`config.mk`:
```
export PLATFORM = sky130hd
export DESIGN_NAME = mem_port_arbiter_flat
export DESIGN_NICKNAME = d
export VERILOG_FILES = /design/src/rtl/mem_port_arbiter_pkg.sv /design/src/rtl/mem_port_arbiter_if.sv /design/src/rtl/mem_port_arbiter_streak.sv /design/src/rtl/mem_port_arbiter.sv /design/src/flat_wrapper.sv
export SDC_FILE = /design/constraint.sdc
export NUM_CORES = 1
export LEC_CHECK = 0
export BUFFER_PORTS_ARGS = -buffer_cell sky130_fd_sc_hd__buf_2
export CORE_MARGIN = 1
export CORE_UTILIZATION = 50
export DETAILED_ROUTE_END_ITERATION = 16
export PLACE_DENSITY = 0.95
export REMOVE_ABC_BUFFERS = 1
export SYNTH_ARGS = -nofsm -noshare
export SYNTH_HDL_FRONTEND = slang
export SYNTH_SLANG_ARGS = --single-unit
```
`constraint.sdc`:
```
create_clock -name clk -period 3.21 [get_ports clk]
set_input_delay 0.321 -clock clk [delete_from_list [all_inputs] [get_ports clk]]
set_output_delay 0.321 -clock clk [all_outputs]
set_load 0.01 [all_outputs]
```
`src/rtl/mem_port_arbiter_pkg.sv`:
```
// ============================================================================
// Module      : mips_arb_pkg
// Description : Shared types and default widths for the memory port arbiter.
// Revision    : 1.0 - initial release
// ============================================================================
`default_nettype none

package mips_arb_pkg;

  localparam int C_ADDR_W       = 32;
  localparam int C_DATA_W       = 32;
  localparam int C_MAX_D_STREAK = 4;

  typedef enum logic [1:0] {
    IDLE = 2'd0,
    BUSY = 2'd1,
    DONE = 2'd2
  } arb_state_t;

  typedef enum logic [1:0] {
    OWN_NONE = 2'd0,
    OWN_IF   = 2'd1,
    OWN_D    = 2'd2
  } arb_owner_t;

endpackage

`default_nettype wire

```
`src/rtl/mem_port_arbiter_if.sv`:
```
// ============================================================================
// Module      : mem_port_arbiter_if
// Description : Fetch, data and memory-side signals of the memory port arbiter.
// Revision    : 1.0 - initial release
// ============================================================================
`default_nettype none

interface mem_port_arbiter_if
  import mips_arb_pkg::*;
#(
  parameter int ADDR_W = C_ADDR_W,
  parameter int DATA_W = C_DATA_W
) ();

  logic              ifReq;
  logic [ADDR_W-1:0] ifAddr;
  logic              ifDone;
  logic [DATA_W-1:0] ifRdata;
  logic              dReq;
  logic              dWe;
  logic [ADDR_W-1:0] dAddr;
  logic [DATA_W-1:0] dWdata;
  logic              dDone;
  logic [DATA_W-1:0] dRdata;
  logic              memReq;
  logic              memWe;
  logic [ADDR_W-1:0] memAddr;
  logic [DATA_W-1:0] memWdata;
  logic [DATA_W-1:0] memRdata;
  logic              memAck;
  logic              stallIF;
  logic              stallPipe;

  // Arbiter side
  modport slave (
    input  ifReq, ifAddr, dReq, dWe, dAddr, dWdata, memRdata, memAck,
    output ifDone, ifRdata, dDone, dRdata, memReq, memWe, memAddr, memWdata,
    output stallIF, stallPipe
  );

  // Requester / memory side
  modport master (
    output ifReq, ifAddr, dReq, dWe, dAddr, dWdata, memRdata, memAck,
    input  ifDone, ifRdata, dDone, dRdata, memReq, memWe, memAddr, memWdata,
    input  stallIF, stallPipe
  );

endinterface

`default_nettype wire

```
`src/rtl/mem_port_arbiter_streak.sv`:
```
// ============================================================================
// Module      : arb_streak_counter
// Description : Saturating count of consecutive data grants made while a
//               fetch was waiting.
// Revision    : 1.0 - initial release
// ============================================================================
`default_nettype none

module arb_streak_counter #(
  parameter int MAX_COUNT = 4
) (
  input  logic clk,
  input  logic rst,
  input  logic i_inc,
  input  logic i_clr,
  output logic o_sat
);

  localparam int                CNT_W = $clog2(MAX_COUNT + 1);
  localparam logic [CNT_W-1:0]  c_max = CNT_W'(MAX_COUNT);

  logic [CNT_W-1:0] r_count;

  always_ff @(posedge clk) begin
    if (rst) begin
      r_count <= '0;
    end else if (i_clr) begin
      r_count <= '0;
    end else if (i_inc && (r_count != c_max)) begin
      r_count <= r_count + 1'b1;
    end
  end

  assign o_sat = (r_count == c_max);

endmodule

`default_nettype wire

```
`src/rtl/mem_port_arbiter.sv`:
```
// ============================================================================
// Module      : mem_port_arbiter
// Description : Shares one variable-latency memory port between instruction
//               fetch and data accesses; data has priority with a fetch
//               anti-starvation guard.
// Revision    : 1.0 - initial release
// ============================================================================
`default_nettype none

module mem_port_arbiter
  import mips_arb_pkg::*;
#(
  parameter int ADDR_W       = C_ADDR_W,
  parameter int DATA_W       = C_DATA_W,
  parameter int MAX_D_STREAK = C_MAX_D_STREAK
) (
  input  logic              clk,
  input  logic              rst,
  mem_port_arbiter_if.slave bus
);

  arb_state_t        r_state;
  arb_owner_t        r_owner;
  logic              r_mem_req;
  logic              r_mem_we;
  logic [ADDR_W-1:0] r_mem_addr;
  logic [DATA_W-1:0] r_mem_wdata;
  logic              r_if_done;
  logic              r_d_done;
  logic [DATA_W-1:0] r_if_rdata;
  logic [DATA_W-1:0] r_d_rdata;

  logic w_idle;
  logic w_sat;
  logic w_grant_d;
  logic w_grant_if;
  logic w_streak_inc;
  logic w_streak_clr;

  // Data wins unless fetch has already waited out a full streak.
  assign w_idle       = (r_state == IDLE);
  assign w_grant_d    = w_idle & bus.dReq & ~(bus.ifReq & w_sat);
  assign w_grant_if   = w_idle & bus.ifReq & ~w_grant_d;
  assign w_streak_inc = w_grant_d & bus.ifReq;
  assign w_streak_clr = w_grant_if | (w_idle & ~bus.ifReq);

  arb_streak_counter #(
    .MAX_COUNT (MAX_D_STREAK)
  ) u_streak (
    .clk   (clk),
    .rst   (rst),
    .i_inc (w_streak_inc),
    .i_clr (w_streak_clr),
    .o_sat (w_sat)
  );

  always_ff @(posedge clk) begin
    if (rst) begin
      r_state     <= IDLE;
      r_owner     <= OWN_NONE;
      r_mem_req   <= 1'b0;
      r_mem_we    <= 1'b0;
      r_mem_addr  <= '0;
      r_mem_wdata <= '0;
      r_if_done   <= 1'b0;
      r_d_done    <= 1'b0;
      r_if_rdata  <= '0;
      r_d_rdata   <= '0;
    end else begin
      r_if_done <= 1'b0;
      r_d_done  <= 1'b0;
      case (r_state)
        IDLE: begin
          if (w_grant_d) begin
            r_state     <= BUSY;
            r_owner     <= OWN_D;
            r_mem_req   <= 1'b1;
            r_mem_we    <= bus.dWe;
            r_mem_addr  <= bus.dAddr;
            r_mem_wdata <= bus.dWdata;
          end else if (w_grant_if) begin
            r_state     <= BUSY;
            r_owner     <= OWN_IF;
            r_mem_req   <= 1'b1;
            r_mem_we    <= 1'b0;
            r_mem_addr  <= bus.ifAddr;
            r_mem_wdata <= '0;
          end
        end
        BUSY: begin
          if (bus.memAck) begin
            r_state   <= DONE;
            r_mem_req <= 1'b0;
            if (r_owner == OWN_IF) begin
              r_if_done  <= 1'b1;
              r_if_rdata <= bus.memRdata;
            end else begin
              r_d_done <= 1'b1;
              if (!r_mem_we) begin
                r_d_rdata <= bus.memRdata;
              end
            end
          end
        end
        DONE: begin
          r_state <= IDLE;
          r_owner <= OWN_NONE;
        end
        default: begin
          r_state   <= IDLE;
          r_owner   <= OWN_NONE;
          r_mem_req <= 1'b0;
        end
      endcase
    end
  end

  assign bus.memReq    = r_mem_req;
  assign bus.memWe     = r_mem_we;
  assign bus.memAddr   = r_mem_addr;
  assign bus.memWdata  = r_mem_wdata;
  assign bus.ifDone    = r_if_done;
  assign bus.dDone     = r_d_done;
  assign bus.ifRdata   = r_if_rdata;
  assign bus.dRdata    = r_d_rdata;
  assign bus.stallIF   = bus.ifReq & ~r_if_done;
  assign bus.stallPipe = bus.dReq & ~r_d_done;

endmodule

`default_nettype wire

```
`src/flat_wrapper.sv`:
```
// flat-port wrapper written by rule: the top's interface ports become plain ports
module mem_port_arbiter_flat import mips_arb_pkg::*;
#(
  parameter int ADDR_W       = C_ADDR_W,
  parameter int DATA_W       = C_DATA_W,
  parameter int MAX_D_STREAK = C_MAX_D_STREAK
)
  (clk, rst, bus_ifReq, bus_ifAddr, bus_dReq, bus_dWe, bus_dAddr, bus_dWdata, bus_memRdata, bus_memAck, bus_ifDone, bus_ifRdata, bus_dDone, bus_dRdata, bus_memReq, bus_memWe, bus_memAddr, bus_memWdata, bus_stallIF, bus_stallPipe);
  mem_port_arbiter_if #(.ADDR_W(ADDR_W), .DATA_W(DATA_W)) bus_i ();
  input  logic clk;
  input  logic rst;
  input wire logic [$bits(bus_i.ifReq)-1:0] bus_ifReq;
  input wire logic [$bits(bus_i.ifAddr)-1:0] bus_ifAddr;
  input wire logic [$bits(bus_i.dReq)-1:0] bus_dReq;
  input wire logic [$bits(bus_i.dWe)-1:0] bus_dWe;
  input wire logic [$bits(bus_i.dAddr)-1:0] bus_dAddr;
  input wire logic [$bits(bus_i.dWdata)-1:0] bus_dWdata;
  input wire logic [$bits(bus_i.memRdata)-1:0] bus_memRdata;
  input wire logic [$bits(bus_i.memAck)-1:0] bus_memAck;
  output wire logic [$bits(bus_i.ifDone)-1:0] bus_ifDone;
  output wire logic [$bits(bus_i.ifRdata)-1:0] bus_ifRdata;
  output wire logic [$bits(bus_i.dDone)-1:0] bus_dDone;
  output wire logic [$bits(bus_i.dRdata)-1:0] bus_dRdata;
  output wire logic [$bits(bus_i.memReq)-1:0] bus_memReq;
  output wire logic [$bits(bus_i.memWe)-1:0] bus_memWe;
  output wire logic [$bits(bus_i.memAddr)-1:0] bus_memAddr;
  output wire logic [$bits(bus_i.memWdata)-1:0] bus_memWdata;
  output wire logic [$bits(bus_i.stallIF)-1:0] bus_stallIF;
  output wire logic [$bits(bus_i.stallPipe)-1:0] bus_stallPipe;
  assign bus_i.ifReq = bus_ifReq;
  assign bus_i.ifAddr = bus_ifAddr;
  assign bus_i.dReq = bus_dReq;
  assign bus_i.dWe = bus_dWe;
  assign bus_i.dAddr = bus_dAddr;
  assign bus_i.dWdata = bus_dWdata;
  assign bus_i.memRdata = bus_memRdata;
  assign bus_i.memAck = bus_memAck;
  assign bus_ifDone = bus_i.ifDone;
  assign bus_ifRdata = bus_i.ifRdata;
  assign bus_dDone = bus_i.dDone;
  assign bus_dRdata = bus_i.dRdata;
  assign bus_memReq = bus_i.memReq;
  assign bus_memWe = bus_i.memWe;
  assign bus_memAddr = bus_i.memAddr;
  assign bus_memWdata = bus_i.memWdata;
  assign bus_stallIF = bus_i.stallIF;
  assign bus_stallPipe = bus_i.stallPipe;
  mem_port_arbiter #(.ADDR_W(ADDR_W), .DATA_W(DATA_W), .MAX_D_STREAK(MAX_D_STREAK)) u_core (.clk(clk), .rst(rst), .bus(bus_i));
endmodule
```
Yosys cells after proc, flatten, opt, wreduce, memory -nomap -nowiden --
Index checks and enable logic that the tools add are counted.
Word-level totals: output and inout port bits 134, logic and storage cells 68, bits of input ports 134, register bits 139
Cells by class: equal/unequal tests 7, multiplexer cells 18, add/subtract/negate cells 1, reduce and logical (&&, ||, !) cells 11, bitwise operators 20
Operator list (count):
- $mux W32 | 4
- $not A1 Y1 | 10
- $and A1 B1 Y1 | 9
- $mux W2 | 4
- $pmux W2 S2 | 2
- $mux W1 | 7
- $ne A3 B3 Y1 const B | 2
- $reduce_and A2 Y1 | 3
- $reduce_and A3 Y1 | 2
- $eq A2 B1 Y1 const B | 2
- $reduce_and A4 Y1 | 1
- $add A3 B1 Y3 const B | 1
- $eq A3 B3 Y1 const B | 1
- $pmux W1 S3 | 1
- $reduce_or A3 Y1 | 1
- $eq A2 B2 Y1 const B | 1
- $logic_not A2 Y1 | 1
- $ne A2 B2 Y1 const B | 1
- $reduce_bool A2 Y1 | 1
- $reduce_or A2 Y1 | 1
- $logic_and A1 B1 Y1 | 1
- $or A1 B1 Y1 | 1

Longest topological paths before layout --
Gate-level depths: netlist of run 1.
depth after elaboration 9, depth in mapped cells 7

Hierarchy --
From an unflattened synthesis of run 1, not the netlist that was laid out.
Second synthesis, totals: cell total of the unflattened synthesis 698, area, all modules 5839.4 um^2
Modules (own cells, without submodules):
- mem_port_arbiter | cells each 680, instances 1, seq. area each 2722.6 um^2, area an instance 5651.7 um^2
- arb_streak_counter | cells each 18, instances 1, seq. area each 60.1 um^2, area an instance 187.7 um^2

Worst setup path before layout of run 1 --
OpenSTA, ideal clock, no wires.
path type flip-flop to flip-flop, start register u_core.u_streak.r_count[0], end register u_core.r_mem_addr[25], in the netlist u_core.bus.memAddr[25], arrival 1.390 ns, period minus slack after synthesis 1.481 ns, path slack 1.729 ns, path buffers 2, setup time 0.091 ns, cell stages (with the launch flop) 8, required time 3.119 ns, path through dfxtp_1 > inv_1 > ha_1 > nand3_1 > buf_2 > buf_2 > nand3_1 > a311oi_1
Between the ends: longest elaborated chain between the ends 8, elaborated cells between the ends (all ways) 9, classes of those cells eq/ne (1); mux (1); bitwise (5); reduce/logical (2)
RTL lines:
- start, declared | line mem_port_arbiter_streak.sv:22 | logic [CNT_W-1:0] r_count;
- start signal, assigned | line mem_port_arbiter_streak.sv:30 | r_count <= r_count + 1'b1;
- $eq A3 B3 Y1 (*) | line mem_port_arbiter_streak.sv:34 | assign o_sat = (r_count == c_max);
- $and A1 B1 Y1 (*) | line mem_port_arbiter.sv:42 | assign w_grant_d = w_idle & bus.dReq & ~(bus.ifReq & w_sat);
- $not A1 Y1 (*) | line mem_port_arbiter.sv:42
- $and A1 B1 Y1 (*) | line mem_port_arbiter.sv:42
- $not A1 Y1 | line mem_port_arbiter.sv:43 | assign w_grant_if = w_idle & bus.ifReq & ~w_grant_d;
- $and A1 B1 Y1 | line mem_port_arbiter.sv:43
- $reduce_bool A2 Y1 (no source line)
- $reduce_and A2 Y1 (no source line)
- end signal, assigned | line mem_port_arbiter.sv:79 | r_mem_addr <= bus.dAddr;
- end signal, assigned | line mem_port_arbiter.sv:86 | r_mem_addr <= bus.ifAddr;
- end, declared | line mem_port_arbiter.sv:26 | logic [ADDR_W-1:0] r_mem_addr;
Every way passes the cells marked *; elsewhere a longest branch is shown, timed or not. A chain may end at the register's enable or synchronous reset.

Worst setup path after layout of run 1 --
start register u_core.r_state[0], end register u_core.r_d_rdata[30], in the netlist u_core.bus.dRdata[30]
Between the ends: longest elaborated chain between the ends 2
RTL lines:
- start, declared | line mem_port_arbiter.sv:22 | arb_state_t r_state;
- start signal, assigned | line mem_port_arbiter.sv:59 | r_state <= IDLE;
- start signal, assigned | line mem_port_arbiter.sv:75 | r_state <= BUSY;
- start signal, assigned | line mem_port_arbiter.sv:82 | r_state <= BUSY;
- $eq A2 B1 Y1 | line mem_port_arbiter.sv:72 | case (r_state)
- $reduce_and A4 Y1 (no source line)
- end signal, assigned | line mem_port_arbiter.sv:100 | r_d_rdata <= bus.memRdata;
- end, declared | line mem_port_arbiter.sv:31 | logic [DATA_W-1:0] r_d_rdata;
Every way passes these cells.

==> results by stage, run 1 <==
Logic synthesis:
- The largest family of logic cells by synthesized area is compound AO/OA/AOI/OAI gates.
- The dominant register cell in the synthesized netlist is sky130_fd_sc_hd__dfxtp_1.
- The share of the synthesized netlist area taken by xor and xnor gates is 0%.
- The synthesized design contains 0 enable-type register cells.
- The count of different cell masters after synthesis is 33.
- The netlist area before placement is 0.00579 mm^2.
- For this run, the register share of the synthesized area comes to 48.0%.
- The share of flip-flops with an asynchronous set or reset after synthesis is 0%.
- The average instance in the mapped netlist occupies 8.34 um^2.
- For this run, the number of Yosys warnings is 0.
- The fraction of the mapped netlist area in simple logic gates is 14.8%.
- The synthesized netlist devotes between 20% and 30% of its cell area to compound gates.
- The adder and majority gate portion of the synthesized area is 0.432%.
- The share of synthesized area spent on multiplexers is 0%.
- The register bit total from synthesis is 139.
- The count of mapped cells out of synthesis is 695.

Global route:
- Global routing used 29.5% of the available tracks across all layers.
- Entering global routing, the biggest net connects just under 80 pins.
- The total grt overflow is 0.
- The initial antenna violation count is 1.
- The first global-routing pass estimated 27,400 um of wire.
- The via count of the first global-routing pass is 5,632.

STA:
- After routing, the total negative slack on setup checks comes to 0 ps.
- The final critical path takes up 69.5% of the cycle.
- The final hold violation count is 0.
- The number of pins exceeding their max-slew limit in the final report is 0.
- Setup violations remaining at the end of the flow were counted as 0.
- At the pin with the least slew margin, the transition time is approximately 1200 ps.
- Timing would allow up to between 400 and 500 MHz.
- Setup repair after global routing left no endpoint under its margin.
- In this run the tightest slew margin relative to its limit is 22.9%.
- The maximum clock skew at final layout is between 6 and 7 ps.
- The shortest period the worst path allows is 2230 ps.

Clock tree:
- The post-cts repair resize count is 0.
- After clock tree synthesis, the clock-pin slew on the worst setup and hold paths is 60 ps.
- The count of buffers added by post-CTS timing repair for setup is 0.
- The clock drives 139 sinks.
- The tree is rooted in a sky130_fd_sc_hd__clkbuf_16.
- The TritonCTS buffer count is 17.
- The hold-fix buffer count after cts is 0.
- TritonCTS built the clock tree.
- The clock tree synthesis step divided the H-tree into 4 levels.
- The buffer depth of the longest clock path is 2.
- The clock latency on the worst-skew pair is 420 ps.

Worst setup path:
- The setup path with the least slack is of type flop to flop.
- The startpoint type of the worst setup path is a flop.
- The data arrival at the endpoint of the critical path is about 2500 ps.
- The data required time at the worst endpoint is 3470 ps.
- The worst setup path is captured at a flop.
- The maximum fanout count along the critical path is between 40 and 50.

Place:
- The detailed-placement wirelength estimate is 11,900 um.
- During placement, the flow inserted port buffers numbering 267.
- Once placement finished, the instance area stood at 0.00708 mm^2.
- Routability-driven placement finished with a final weighted congestion of 0.790.

Floorplanning:
- The area enclosed by the die boundary is 0.0120 mm^2.
- The core region area is 0.0111 mm^2.
- The initial cell density of the core is ~52%.
- The vertical die dimension is 110 um.
- The number of placed I/O pins is about 270.
- Row generation in the floorplan step produced 38 rows.
- The floorplan die width is ~110 um.

Routing:
- The detailed-route vias per instance is 6.09.
- The detailed router placed between 6k and 7k vias in this run.
- After detailed routing, the average wire length per cell comes to 17.3 um.
- Once detail routing completed, the nets flagged for antenna violations numbered 0.
- The total wire length is 18,400 um.
- The total iterations of the first detailed-routing run is 5.
- The number of violations reported at the end of detailed-routing iteration 0 is 674.
- The post-detailed-route DRC marker count is 0.

Job:
- Across the run, the number of max-cap violations was 0.

Layout:
- The count of nets after finishing is 1,043.
- The area added between synthesis and finish is 33.2%.
- The post-route netlist has 35.0% of its cells at a drive strength greater than 1.
- The finished cells cover about 0.0077 mm^2.

Power and ir drop:
- Power spread over the standard cell area amounts to 599 mW/mm^2.
- The maximum vdd ir drop is 0.426 mV.
- The leakage component of the power is 3.30 nW.

Outcome:
- The run finished with clean final reports.

Hold path:
- The class of the tightest hold or removal check is primary input to flop.
-- power by group --
part           total (W)  switching (W)  internal (W)
Combinational   0.000657       0.000408      0.000249
Clock            0.00208       0.000760       0.00132
Sequential       0.00188      0.0000544       0.00183
Total            0.00462        0.00122       0.00340
-- per-stage QoR --
step | hold WS, ps | power, W | util (%) | worst slack, ps | cells
2_1_floorplan | 390 | 0.00223 | - | 239 | 607
3_3_place_gp | 443 | 0.00255 | 63.9 | 1190 | 1028
3_5_place_dp | 453 | 0.00257 | 63.9 | 1070 | 1028
4_1_cts | 139 | 0.00463 | 69.6 | 976 | 1060
5_1_grt | 150 | 0.00479 | 69.7 | 862 | 1061
6_report | 156 | 0.00462 | 69.7 | 979 | 1061
-- sequential cells by signal (all words and copies together), names as in the netlist --
name / count
u_core.r_owner: 2
u_core.bus.memWe: 1
u_core.bus.ifDone: 1
u_core.bus.dDone: 1
u_core.r_state: 2
u_core.bus.ifRdata: 32
u_core.u_streak.r_count: 3
u_core.bus.dRdata: 32
u_core.bus.memWdata: 32
u_core.bus.memReq: 1
u_core.bus.memAddr: 32
-- kinds of logic after synthesis --
family	Yosys count
AOI/OAI and AO/OA	302
buffers and inverters	94
DFF	139
adders and majority gates	2
and+or+nand+nor	158
-- worst max-delay path: stages (launching register included) --
cell and delay, ps:
sky130_fd_sc_hd__dfxtp_1 570, sky130_fd_sc_hd__nand3b_1 660, sky130_fd_sc_hd__buf_12 430, sky130_fd_sc_hd__o31ai_1 290, sky130_fd_sc_hd__a21oi_1 120
-- layout make-up --
cell class              count  area [um^2]
clock buffers              18          439
fillers                   836         3360
repair buffers            281         1470
flip-flops and latches    139         2780
diodes                      1         2.50
clock inverters            14          193
well taps                 140          175
inverters                   6         22.5
multi-input cells         462         2630
-- layer usage --
metal | GRT usage [%] | share of wire (%)
met1 | 33.7 | 38
met2 | 48.6 | 48
met3 | 10.0 | 11
met4 | 15.6 | 3.3
met5 | 0 | 0
-- cell usage after synthesis, types with 6 or more instances --
cell type | count | area [um^2]
sky130_fd_sc_hd__o21ai_1 | 6 | 30.0
sky130_fd_sc_hd__a311oi_1 | 32 | 280
sky130_fd_sc_hd__a21oi_1 | 135 | 676
sky130_fd_sc_hd__nand4_1 | 32 | 200
sky130_fd_sc_hd__clkbuf_1 | 47 | 176
sky130_fd_sc_hd__buf_2 | 32 | 160
sky130_fd_sc_hd__nand3_1 | 100 | 500
sky130_fd_sc_hd__o21ai_0 | 93 | 465
sky130_fd_sc_hd__inv_1 | 6 | 22.5
sky130_fd_sc_hd__dfxtp_1 | 139 | 2780
sky130_fd_sc_hd__o31ai_1 | 32 | 240
sky130_fd_sc_hd__buf_1 | 6 | 22.5
-- worst paths after layout --
kind,to,startpoint,cells past startpoint,slack [ps]
hold / removal,u_core.bus.memWdata[26],bus_dWdata[26],3,160
setup / recovery,u_core.bus.dRdata[30],u_core.r_state[0],4,980
setup reg to reg,u_core.bus.dRdata[30],u_core.r_state[0],4,980
hold reg to reg,u_core.bus.memReq,u_core.bus.memReq,2,460
-- cells in the final DEF (no fill, tap or decap), types with 3 or more instances in the layout --
cell type                      n
sky130_fd_sc_hd__nor2_2        3
sky130_fd_sc_hd__nand3_1      99
sky130_fd_sc_hd__inv_1         6
sky130_fd_sc_hd__clkinvlp_4    3
sky130_fd_sc_hd__nor2_1        3
sky130_fd_sc_hd__a21oi_1     135
sky130_fd_sc_hd__nand4_1      32
sky130_fd_sc_hd__o21ai_0      93
sky130_fd_sc_hd__nand2_1       5
sky130_fd_sc_hd__buf_2       266
sky130_fd_sc_hd__dfxtp_1     139
sky130_fd_sc_hd__clkinv_2      3
sky130_fd_sc_hd__o21ai_1       6
sky130_fd_sc_hd__a311oi_1     32
sky130_fd_sc_hd__buf_4        13
sky130_fd_sc_hd__clkbuf_16    17
sky130_fd_sc_hd__o31ai_1      32
sky130_fd_sc_hd__bufinv_16     4
Power figures use the tool's default switching activity.
==> run 2, diff against run 1 <==
Settings changed: CORE_UTILIZATION 50 to 42, PLACE_DENSITY 0.95 to 0.86.
Clock period 3.21 ns to 1.9 ns, I/O delays scaled along.
==> results by stage, run 2 (synthesis gave the netlist of run 1 again) <==
Global route:
- The total grt overflow came to 0 (unchanged).
- The pin count of the biggest net entering global routing is 67 (-13%).
- The overall routing resource usage is 25.3% (-4.1 points).
- The initial antenna violation count is 0 (-1).
- The wire length of the first global-routing pass came to 29,000 um (+5.7%).
- The via count of the first global-routing pass is 5,902 (+4.8%).

Clock tree:
- The clock tree from TritonCTS is done.
- The clock latency on the worst-skew pair is 420 ps (about the same).
- The buffer depth of the longest clock path is 2 (unchanged).
- The clock sink count came to 139 (unchanged).
- The library cell used as clock root buffer is sky130_fd_sc_hd__clkbuf_16.
- The post-cts repair resize count came to 0 (unchanged).
- The H-tree depth came to 4 (unchanged).
- The TritonCTS buffer count is 17 (unchanged).
- The clock input transition at the sequential cells of the worst setup and hold paths was 60 ps (about the same).

Layout:
- The count of nets after finishing is 1,061 (+1.7%).
- The final instance area is 0.00798 mm^2 (+3.4%).
- The antenna cell count is 0 (-1).
- The top cell types in the final layout, fill and taps aside, are sky130_fd_sc_hd__buf_2 (266), sky130_fd_sc_hd__dfxtp_1 (139), sky130_fd_sc_hd__a21oi_1 (135).
- The most common library cell in the layout ignoring fill and taps is sky130_fd_sc_hd__buf_2.
- The area added between synthesis and finish is 37.7%.
- The share of layout cells above drive strength 1 is 35.9% (+0.86 points).
- The share of the core filled with cells in the final layout was 59.8% (-9.9 points).

STA:
- Setup repair after global routing left no endpoint under its margin.
- The share of the clock period used by the worst path after layout is 85.6% (+16 points).
- The pin slew with the least headroom to its limit is 683 ps (-474 ps).
- The max-slew headroom at the worst pin is 54.5% (+32 points).
- The timing-limited maximum frequency is 615 MHz (+37%).
- The number of pins exceeding their max-slew limit in the final report is 0 (unchanged).
- The maximum clock skew at final layout is 8.48 ps (+1.93 ps).
- The shortest period the worst path allows is 1630 ps (-604 ps).
- The slack of the critical path is 274 ps (-706 ps).
- The number of failing setup endpoints in the final timing report is 0 (unchanged).
- The final hold violation count came to 0 (unchanged).

Power and ir drop:
- The leakage component of the power is 3.41 nW (+3.4%).
- The maximum vdd ir drop is 0.604 mV (+42%).
- The overall power after layout came to 0.00771 W (+67%).
- The power per standard cell area is 966 mW/mm^2 (+61%).

Worst setup path:
- The delay of the slowest critical-path stage is 360 ps (-300 ps).
- The critical path goes through inv_1 > ha_1 > nand3_2 > buf_4 > nand3_1 > a311oi_1.
- The data required time at the worst endpoint is 2220 ps (-1250 ps).
- The timing startpoint of the critical path is u_core.u_streak.r_count[0].
- The depth of the worst register-to-register path is 6 (+2).
- The number of logic stages on the critical path including buffering is 6 (+2).
- The maximum fanout count along the critical path was 28 (-42%).
- The kind of cell with the highest combined delay on the critical path is buffers and inverters.
- The setup path with the least slack is of type flop to flop.
- The number of buffers and inverters on the critical path came to 2 (+1).
- The critical path capture point type is a flop.
- The startpoint type of the worst setup path is a flop.
- The startpoint identified for the worst register-to-register timing path is u_core.u_streak.r_count[0].
- On the critical path, the stage with the largest delay is an instance of sky130_fd_sc_hd__dfxtp_1.
- The data arrival at the endpoint of the critical path was 1940 ps (-550 ps).

Place:
- The final estimated routing congestion in global placement came to 0.808 (+2.3%).
- The count of buffers inserted at the top-level ports is 267 (unchanged).
- The detailed-placement wirelength estimate came to 11,800 um (-0.32%).
- The placed cell area came to 0.00735 mm^2 (+3.8%).
- The post-placement setup slack came to 236 ps (-837 ps).

Routing:
- The number of routed nets with antenna violations was 0 (unchanged).
- The detailed-route vias per instance came to 5.81 (-4.6%).
- The post-detailed-route DRC marker count is 0 (unchanged).
- The total iterations of the first detailed-routing run is 5 (unchanged).
- The average wire per standard cell is 16.4 um (-5.7%).
- The count of vias placed by the detailed router was 6,471 (+0.12%).
- The number of violations reported at the end of detailed-routing iteration 0 is 643 (-4.6%).
- The total wire length came to 18,200 um (-1.1%).

Floorplanning:
- The area enclosed by the die boundary is 0.0143 mm^2 (+19%).
- The core region area is 0.0133 mm^2 (+20%).
- The vertical die dimension was 119 um (+8.9%).
- The number of placed I/O pins is 268 (unchanged).
- The floorplan die width is 119 um (+8.9%).
- The cell row count came to 42 (+11%).
- The initial cell density of the core was 43.4% (-8.9 points).

Outcome:
- The run finished with clean final reports.

Hold path:
- The beginning of the worst hold path is bus_dWdata[23].
- The worst hold path belongs to the class primary input to flop.
- The cell depth of the worst min-delay path is 3 (unchanged).

Job:
- The number of maximum-capacitance constraint violations is 0 (unchanged).
run 2: cell types whose count changed in the layout (fill, tap and decap cells not counted), sizes merged:
cell	before	now
clkinvlp	3	2
clkinv	5	6
diode	1	0
buf	281	296
dlygate4sd3	0	3
bufinv	4	3
inv	8	9
clkbuf	18	17
run 2: final cells by class:
class | count | area (um^2)
Timing Repair Buffer | 299 | 1720
Clock inverter | 14 | 169
Clock buffer | 17 | 425
Inverter | 6 | 22.5
Sequential cell | 139 | 2780
Fill cell | 1158 | 5370
Multi-Input combinational cell | 462 | 2630
Tap cell | 176 | 220
run 2: timing repair:
item | CTS | global route
endpoints found under the hold margin | 3 | 0
setup buffers | 0 | 0
hold buffers | 3 | 0
run 2: metrics by stage:
step	hold slack, ps	TNS [ps]	cells
floorplan	259	-125020	607
CTS	0.0422	0	1113
finish	25.4	0	1113
detailed placement	451	0	1079
global route	13.2	0	1113
global placement	446	0	1079
run 2: path summary, 6_finish.rpt:
kind,endpoint,slack [ps]
worst min-delay path,u_core.bus.memWdata[23],30
worst max register to register,u_core.bus.memAddr[31],270
worst min register to register,u_core.bus.memReq,460
worst max-delay path,u_core.bus.memAddr[31],270
run 2: worst min-delay path, stage by stage:
cell                      delay, ps
sky130_fd_sc_hd__buf_2          100
sky130_fd_sc_hd__nand3_1         50
sky130_fd_sc_hd__a21oi_1         60
run 2: layer usage:
layer	wire length, um	up-vias	global-route usage [%]
met3	1620	26	5.41
li1	-	3070	-
met1	7480	3008	32.1
met2	8820	367	41.4
met4	285	0	10.8
met5	0	-	0
run 2: where the power goes:
| part | internal (W) | total [W] | switching, W |
|---|---|---|---|
| registers | 0.00309 | 0.00318 | 0.0000882 |
| clock network | 0.00206 | 0.00336 | 0.00130 |
| logic | 0.000479 | 0.00117 | 0.000695 |
